### config.mk
export PLATFORM = sky130hd
export DESIGN_NAME = memory_stage_flat
export DESIGN_NICKNAME = d
export VERILOG_FILES = /design/src/rtl/memory_stage_if.sv /design/src/rtl/memory_stage.sv /design/src/flat_wrapper.sv
export SDC_FILE = /design/constraint.sdc
export NUM_CORES = 1
export LEC_CHECK = 0
export CAP_MARGIN = 20
export CORE_ASPECT_RATIO = 1.1
export CORE_MARGIN = 4
export CORE_UTILIZATION = 30
export CTS_CLUSTER_DIAMETER = 200
export DETAILED_ROUTE_END_ITERATION = 6
export PLACE_DENSITY = 0.61
export RECOVER_POWER = 25
export SETUP_SLACK_MARGIN = 0.1
export SLEW_MARGIN = 15
export SYNTH_ARGS = -nofsm -noshare
export SYNTH_HDL_FRONTEND = slang
export SYNTH_SLANG_ARGS = --single-unit
### constraint.sdc
create_clock -name clk -period 2.27 [get_ports clk]
set_clock_uncertainty 0.2 [all_clocks]
set_input_delay 0.3405 -clock clk [delete_from_list [all_inputs] [get_ports clk]]
set_output_delay 0.3405 -clock clk [all_outputs]
set_load 0.01 [all_outputs]
### src/rtl/memory_stage_if.sv
// Data bus between the memory stage and the data memory/cache.
// The master issues requests; the slave answers with a one-cycle ack carrying read data.
interface memory_stage_if;
  logic        dbus_req;
  logic        dbus_we;
  logic [29:0] dbus_addr;
  logic [3:0]  dbus_be;
  logic [31:0] dbus_wdata;
  logic        dbus_ack;
  logic [31:0] dbus_rdata;

  modport master (
    output dbus_req, dbus_we, dbus_addr, dbus_be, dbus_wdata,
    input  dbus_ack, dbus_rdata
  );

  modport slave (
    input  dbus_req, dbus_we, dbus_addr, dbus_be, dbus_wdata,
    output dbus_ack, dbus_rdata
  );
endinterface

### src/rtl/memory_stage.sv
// Pipeline memory stage: issues loads/stores on the data bus, stalls until ack,
// formats load data and produces the writeback register set.
module memory_stage (
  input  logic                 clk,
  input  logic                 sync_rst,
  input  logic                 clk_en,
  input  logic [4:0]           ctr_in,
  input  logic [31:0]          inst_in,
  input  logic [31:0]          alu_in,
  input  logic [29:0]          inc_pc_in,
  input  logic [31:0]          rs2_data_in,
  input  logic                 branch_result_in,
  output logic                 redirect_valid,
  output logic [29:0]          redirect_pc,
  output logic                 stall_out,
  memory_stage_if.master       dbus,
  output logic                 misalign_err,
  output logic                 wb_we,
  output logic [4:0]           wb_rd,
  output logic [31:0]          wb_data,
  output logic [4:0]           mem_rd_address,
  output logic                 mem_writes_rd
);
  localparam int unsigned XLEN = 32;
  localparam int unsigned PCW  = 30;

  typedef enum logic {IDLE = 1'b0, ACCESS = 1'b1} state_t;

  state_t state_q, state_d;

  logic [2:0]      fn3;
  logic [4:0]      rd;
  logic            mem_op;
  logic            misaligned;
  logic [3:0]      be_c;
  logic [XLEN-1:0] wdata_c;
  logic [XLEN-1:0] sel_data_c;
  logic [XLEN-1:0] ld_data_c;
  logic [7:0]      ld_byte;
  logic [15:0]     ld_half;

  logic [PCW-1:0]  lat_addr;
  logic [3:0]      lat_be;
  logic [XLEN-1:0] lat_wdata;
  logic            lat_we;
  logic [2:0]      lat_fn3;
  logic [1:0]      lat_off;
  logic [4:0]      lat_rd;
  logic            lat_rw;

  logic            unused_inst_bits;

  assign fn3    = inst_in[14:12];
  assign rd     = inst_in[11:7];
  assign mem_op = ctr_in[1] | ctr_in[2];
  assign unused_inst_bits = ^{inst_in[31:15], inst_in[6:0]};

  // Access size comes from fn3[1:0]: byte, half, word (encoding 3 handled as word).
  always_comb begin
    misaligned = 1'b0;
    be_c       = 4'b1111;
    wdata_c    = rs2_data_in;
    case (fn3[1:0])
      2'b00: begin
        be_c    = 4'(4'b0001 << alu_in[1:0]);
        wdata_c = {4{rs2_data_in[7:0]}};
      end
      2'b01: begin
        misaligned = alu_in[0];
        be_c       = 4'(4'b0011 << {alu_in[1], 1'b0});
        wdata_c    = {2{rs2_data_in[15:0]}};
      end
      default: misaligned = |alu_in[1:0];
    endcase
  end

  always_comb begin
    case (ctr_in[4:3])
      2'b01:   sel_data_c = dbus.dbus_rdata;
      2'b10:   sel_data_c = XLEN'(inc_pc_in);
      default: sel_data_c = alu_in;
    endcase
  end

  // Load formatting uses the byte offset captured when the access started.
  always_comb begin
    ld_byte = dbus.dbus_rdata[7:0];
    case (lat_off)
      2'd1:    ld_byte = dbus.dbus_rdata[15:8];
      2'd2:    ld_byte = dbus.dbus_rdata[23:16];
      2'd3:    ld_byte = dbus.dbus_rdata[31:24];
      default: ld_byte = dbus.dbus_rdata[7:0];
    endcase
    ld_half = lat_off[1] ? dbus.dbus_rdata[31:16] : dbus.dbus_rdata[15:0];
    case (lat_fn3)
      3'b000:  ld_data_c = {{24{ld_byte[7]}}, ld_byte};
      3'b100:  ld_data_c = {24'd0, ld_byte};
      3'b001:  ld_data_c = {{16{ld_half[15]}}, ld_half};
      3'b101:  ld_data_c = {16'd0, ld_half};
      default: ld_data_c = dbus.dbus_rdata;
    endcase
  end

  always_ff @(posedge clk) begin
    if (sync_rst) state_q <= IDLE;
    else          state_q <= state_d;
  end

  always_comb begin
    state_d = state_q;
    case (state_q)
      IDLE:    if (clk_en && mem_op && !misaligned) state_d = ACCESS;
      ACCESS:  if (clk_en && dbus.dbus_ack)         state_d = IDLE;
      default: state_d = IDLE;
    endcase
  end

  always_comb begin
    stall_out     = 1'b0;
    dbus.dbus_req = 1'b0;
    case (state_q)
      IDLE:    stall_out = mem_op & ~misaligned;
      ACCESS: begin
        dbus.dbus_req = 1'b1;
        stall_out     = ~dbus.dbus_ack;
      end
      default: stall_out = 1'b0;
    endcase
  end

  assign dbus.dbus_addr  = lat_addr;
  assign dbus.dbus_be    = lat_be;
  assign dbus.dbus_wdata = lat_wdata;
  assign dbus.dbus_we    = lat_we;

  assign redirect_valid = branch_result_in & ~stall_out;
  assign redirect_pc    = alu_in[31:2];
  assign mem_rd_address = rd;
  assign mem_writes_rd  = ctr_in[0] & (rd != 5'd0);

  // Access latches and writeback registers.
  always_ff @(posedge clk) begin
    if (sync_rst) begin
      wb_we        <= 1'b0;
      wb_rd        <= 5'd0;
      wb_data      <= '0;
      misalign_err <= 1'b0;
      lat_addr     <= '0;
      lat_be       <= '0;
      lat_wdata    <= '0;
      lat_we       <= 1'b0;
      lat_fn3      <= '0;
      lat_off      <= '0;
      lat_rd       <= '0;
      lat_rw       <= 1'b0;
    end else if (clk_en) begin
      misalign_err <= 1'b0;
      if (state_q == IDLE) begin
        if (mem_op) begin
          wb_we <= 1'b0;
          if (misaligned) begin
            misalign_err <= 1'b1;
          end else begin
            lat_addr  <= alu_in[31:2];
            lat_be    <= ctr_in[2] ? be_c : 4'b1111;
            lat_wdata <= wdata_c;
            lat_we    <= ctr_in[2];
            lat_fn3   <= fn3;
            lat_off   <= alu_in[1:0];
            lat_rd    <= rd;
            lat_rw    <= ctr_in[0];
          end
        end else begin
          wb_we   <= ctr_in[0] & (rd != 5'd0);
          wb_rd   <= rd;
          wb_data <= sel_data_c;
        end
      end else if (dbus.dbus_ack) begin
        wb_we   <= ~lat_we & lat_rw & (lat_rd != 5'd0);
        wb_rd   <= lat_rd;
        wb_data <= ld_data_c;
      end else begin
        wb_we <= 1'b0;
      end
    end
  end
endmodule

### src/flat_wrapper.sv
// flat-port wrapper written by rule: the top's interface ports become plain ports
module memory_stage_flat 
  (clk, sync_rst, clk_en, ctr_in, inst_in, alu_in, inc_pc_in, rs2_data_in, branch_result_in, redirect_valid, redirect_pc, stall_out, misalign_err, wb_we, wb_rd, wb_data, mem_rd_address, mem_writes_rd, dbus_dbus_req, dbus_dbus_we, dbus_dbus_addr, dbus_dbus_be, dbus_dbus_wdata, dbus_dbus_ack, dbus_dbus_rdata);
  memory_stage_if dbus_i ();
  input  logic clk;
  input  logic sync_rst;
  input  logic clk_en;
  input  logic [4:0] ctr_in;
  input  logic [31:0] inst_in;
  input  logic [31:0] alu_in;
  input  logic [29:0] inc_pc_in;
  input  logic [31:0] rs2_data_in;
  input  logic branch_result_in;
  output logic redirect_valid;
  output logic [29:0] redirect_pc;
  output logic stall_out;
  output logic misalign_err;
  output logic wb_we;
  output logic [4:0] wb_rd;
  output logic [31:0] wb_data;
  output logic [4:0] mem_rd_address;
  output logic mem_writes_rd;
  output wire logic [$bits(dbus_i.dbus_req)-1:0] dbus_dbus_req;
  output wire logic [$bits(dbus_i.dbus_we)-1:0] dbus_dbus_we;
  output wire logic [$bits(dbus_i.dbus_addr)-1:0] dbus_dbus_addr;
  output wire logic [$bits(dbus_i.dbus_be)-1:0] dbus_dbus_be;
  output wire logic [$bits(dbus_i.dbus_wdata)-1:0] dbus_dbus_wdata;
  input wire logic [$bits(dbus_i.dbus_ack)-1:0] dbus_dbus_ack;
  input wire logic [$bits(dbus_i.dbus_rdata)-1:0] dbus_dbus_rdata;
  assign dbus_dbus_req = dbus_i.dbus_req;
  assign dbus_dbus_we = dbus_i.dbus_we;
  assign dbus_dbus_addr = dbus_i.dbus_addr;
  assign dbus_dbus_be = dbus_i.dbus_be;
  assign dbus_dbus_wdata = dbus_i.dbus_wdata;
  assign dbus_i.dbus_ack = dbus_dbus_ack;
  assign dbus_i.dbus_rdata = dbus_dbus_rdata;
  memory_stage u_core (.clk(clk), .sync_rst(sync_rst), .clk_en(clk_en), .ctr_in(ctr_in), .inst_in(inst_in), .alu_in(alu_in), .inc_pc_in(inc_pc_in), .rs2_data_in(rs2_data_in), .branch_result_in(branch_result_in), .redirect_valid(redirect_valid), .redirect_pc(redirect_pc), .stall_out(stall_out), .dbus(dbus_i), .misalign_err(misalign_err), .wb_we(wb_we), .wb_rd(wb_rd), .wb_data(wb_data), .mem_rd_address(mem_rd_address), .mem_writes_rd(mem_writes_rd));
endmodule
==> impl_metrics.ini <==
[critical_path]
endpoint_kind = output port
cp_data_arrival_time_ns = 1.58
startpoint = inst_in[8]
r2r_cells = 6
r2r_end = u_core.wb_data[3]
worst_setup_path_start_kind = input pin
path_cells = clkdlybuf4s50_1, or4_1, o21a_1, buf_2
timing.critical_path.slowest_stage_cell = or4_1
worstSetupPathType = in -> out
slowest_delay_ns = 0.47
path_max_fanout = 2
worstSetupEndpoint = mem_writes_rd
r2r_start = u_core.state_q
reg2reg_slack_ns = 0.20
required_ns = 1.73

[floorplan]
ios = 313
core_um2 = 20780
die_h_um = 161.2
die_area_um2 = 23730
fp-row-count = 55
die_width_um = 147.2
initial_utilization = 0.3078

[timing]
fin_crit_sh = 0.9320
tightest_slew_ns = 0.7578
setup_viol = 0
fin_setup_tns_ns = 0
period_needed_ns = 2.116
setup_slack_ns = 0.1543
final-hold-violation-count = 0
fmax_mhz = 472.7
maxSlewViolCount = 0
slew_headroom = 0.4948
rsz0062_at_grt = yes

[synthesis]
ys.warnings.count = 0
synthXorXnorAreaFrac = 0
synth-seq-cells = 118
yosys.area.top_type = dfxtp_1
synth_simple_gate_area_share = 0.1704
synth_edf_count = 0
synth_fp_nets = 961
synthAdderAreaFrac = 0.003912
synth_area_leaders = dfxtp_1, nand2_1, a21oi_1
syn-cell-area_um2 = 6397
ys_seq_area_frac = 0.3693
synth_cells = 791
async_flop_share = 0
synthMuxAreaShare = 0.04870
synth_top_family_by_area = compound AO/OA/AOI/OAI gates
synth.distinct_cells = 50
synth_top_area_share = 0.3693
synth_compound_area_frac = 0.3088
syn_area_per_cell_um2 = 8.088
ys.flop_type = dfxtp_1

[detailed_routing]
drt-initial-drc-count = 522
wire_per_inst_um = 19.85
routed_wl_mm = 27.01
drt-pass1-iter-count = 6
antenna_left = 0
vias_per_cell = 5.073
vias = 6904
drc = 0

[min_path]
holdCritPathClass = in -> reg

[global_route]
grtUsageTotal = 0.2229
grt_start_max_net_pins = 62
grt-ovfl-total = 0
antenna_found_initial = 2
grt_pass1_wl_mm = 41.27
first_global_vias = 6870

[place]
port_buffers = 288
dpl.hpwl_mm = 20.52
place_congestion = 0.8662
placed_cells = 1326
pre_cts_slack_ns = -0.2133

[power]
ir_drop_uv = 484.6
power_density_nw_per_um2 = 647.3
power_uw = 6725
p_leak_uw = 0.003902

[finish]
area.growth.synth_to_final_pct = 62.41
multiInputGateArea_um2 = 3425
seq_area_um2 = 2365
layout-drive-gt1-share = 0.1367
final_util = 0.4999
final_nets = 1232
nFillCells = 2044
final_cells = 1361

[clocking]
clk_latency_ns = 0.42
numCtsBuffers = 17
clkTransAtPathRegs_ns = 0.06
cts.sinks = 118
cts_buffer_depth = 2
htree_levels = 4
cts_tree = yes
cts_root_buffer = clkbuf_16

[outcome]
status = complete, no violations

[run]
cap_violations = 0
==> power breakdown <==
part	total, uW	switching, uW	internal, uW
sequential	2260	70.2	2190
clock	2940	1060	1880
combinational	1530	751	775
total	6730	1880	4840
==> per-layer routing <==
metal  vias up  GRT usage  wire (um)
met5         -          0         19
met4         2    0.07712        673
met3        35    0.07267       2348
met2       309     0.3722      12790
met1      3211     0.2703      11180
li1       3347          -          -
==> what timing repair did <==
action	in CTS	in global routing
gates resized for setup	11	5
setup endpoints to repair	5	2
endpoints found under the hold margin	4	0
hold buffers	1	0
buffers inserted	0	1
pin swaps	0	2
==> critical path, delay by kind of cell <==
family / cells / cell delay, ns
buffers and inverters: 2 / 0.56
AOI/OAI and AO/OA: 1 / 0.20
and+or+nand+nor: 1 / 0.47
==> worst min path at each step <==
stage	slack, ns	endpoint	cells past startpoint	startpoint
final	0.12	u_core.lat_rd[0]	4	inst_in[7]
after global routing	0.14	u_core.lat_rd[2]	4	inst_in[9]
after CTS	0.25	u_core.wb_data[12]	2	u_core.wb_data[12]
after detailed placement	0.24	u_core.wb_data[12]	2	u_core.wb_data[12]
after global placement	0.23	u_core.wb_data[12]	2	u_core.wb_data[12]
after floorplan	0.24	u_core.lat_rw	2	u_core.lat_rw
==> state kept, by name (all words and copies together), names as in the netlist <==
signal	flops
u_core.lat_rw	1
u_core.lat_off	2
u_core.wb_we	1
u_core.misalign_err	1
u_core.dbus.dbus_we	1
u_core.wb_rd	5
u_core.dbus.dbus_be	4
u_core.dbus.dbus_addr	30
u_core.lat_rd	5
u_core.lat_fn3	3
u_core.state_q	1
u_core.wb_data	32
u_core.dbus.dbus_wdata	32
==> cells in the mapped netlist (2+ instances only) <==
cell type	number
nor2b_1	5
o21ai_0	22
o21ai_1	9
nand2b_1	9
clkbuf_1	45
or4_1	3
buf_4	37
o31ai_1	3
and2_1	2
o221ai_1	5
a211oi_2	18
o211ai_1	2
a21oi_1	67
dfxtp_1	118
a221o_1	24
mux2i_1	30
a211oi_1	21
o21a_1	2
a221oi_2	2
buf_1	2
o21ai_2	14
buf_2	17
nor3_1	4
nor2_1	66
ha_1	2
a211o_1	2
buf_6	2
a221oi_1	7
a311oi_1	13
nand2_1	164
a22oi_1	30
a22o_1	8
inv_1	14
o2bb2ai_1	6
==> metrics by stage <==
stage / instance area [um^2] / hold WS, ns
floorplan: 6397 / 0.2365
global placement: 9741 / 0.2331
detailed placement: 9741 / 0.2374
CTS: 10400 / 0.2455
global route: 10390 / 0.1443
finish: 10390 / 0.1244
==> logic make-up after synthesis <==
kind of cell	after synthesis
mux	31
compound gates	261
buf+inv	119
simple gates	260
flops	118
fa+ha+maj	2
==> cell usage in the layout, fill, tap and decap left out, drive strengths merged, types with 6 or more instances in the layout <==
cell / n
a22o: 8
buf: 65
a22oi: 30
clkdlybuf4s50: 252
a311oi: 13
dfxtp: 118
o221ai: 6
a221o: 24
a21oi: 67
o2bb2ai: 6
mux2i: 30
nand2b: 9
nand2: 164
a221oi: 9
dlygate4sd3: 29
nor2: 66
a211oi: 39
o21ai: 45
inv: 16
clkbuf: 22
==> final cells by class <==
class                   instances  area share
clock buffers                  18     0.04227
flip-flops and latches        118      0.2276
inverters                      15    0.005780
well taps                     285     0.03432
repair buffers                356      0.3409
multi-input cells             554      0.3296
clock inverters                14     0.01927
diodes                          1   0.0002408
(Power assumes the default switching activity.)
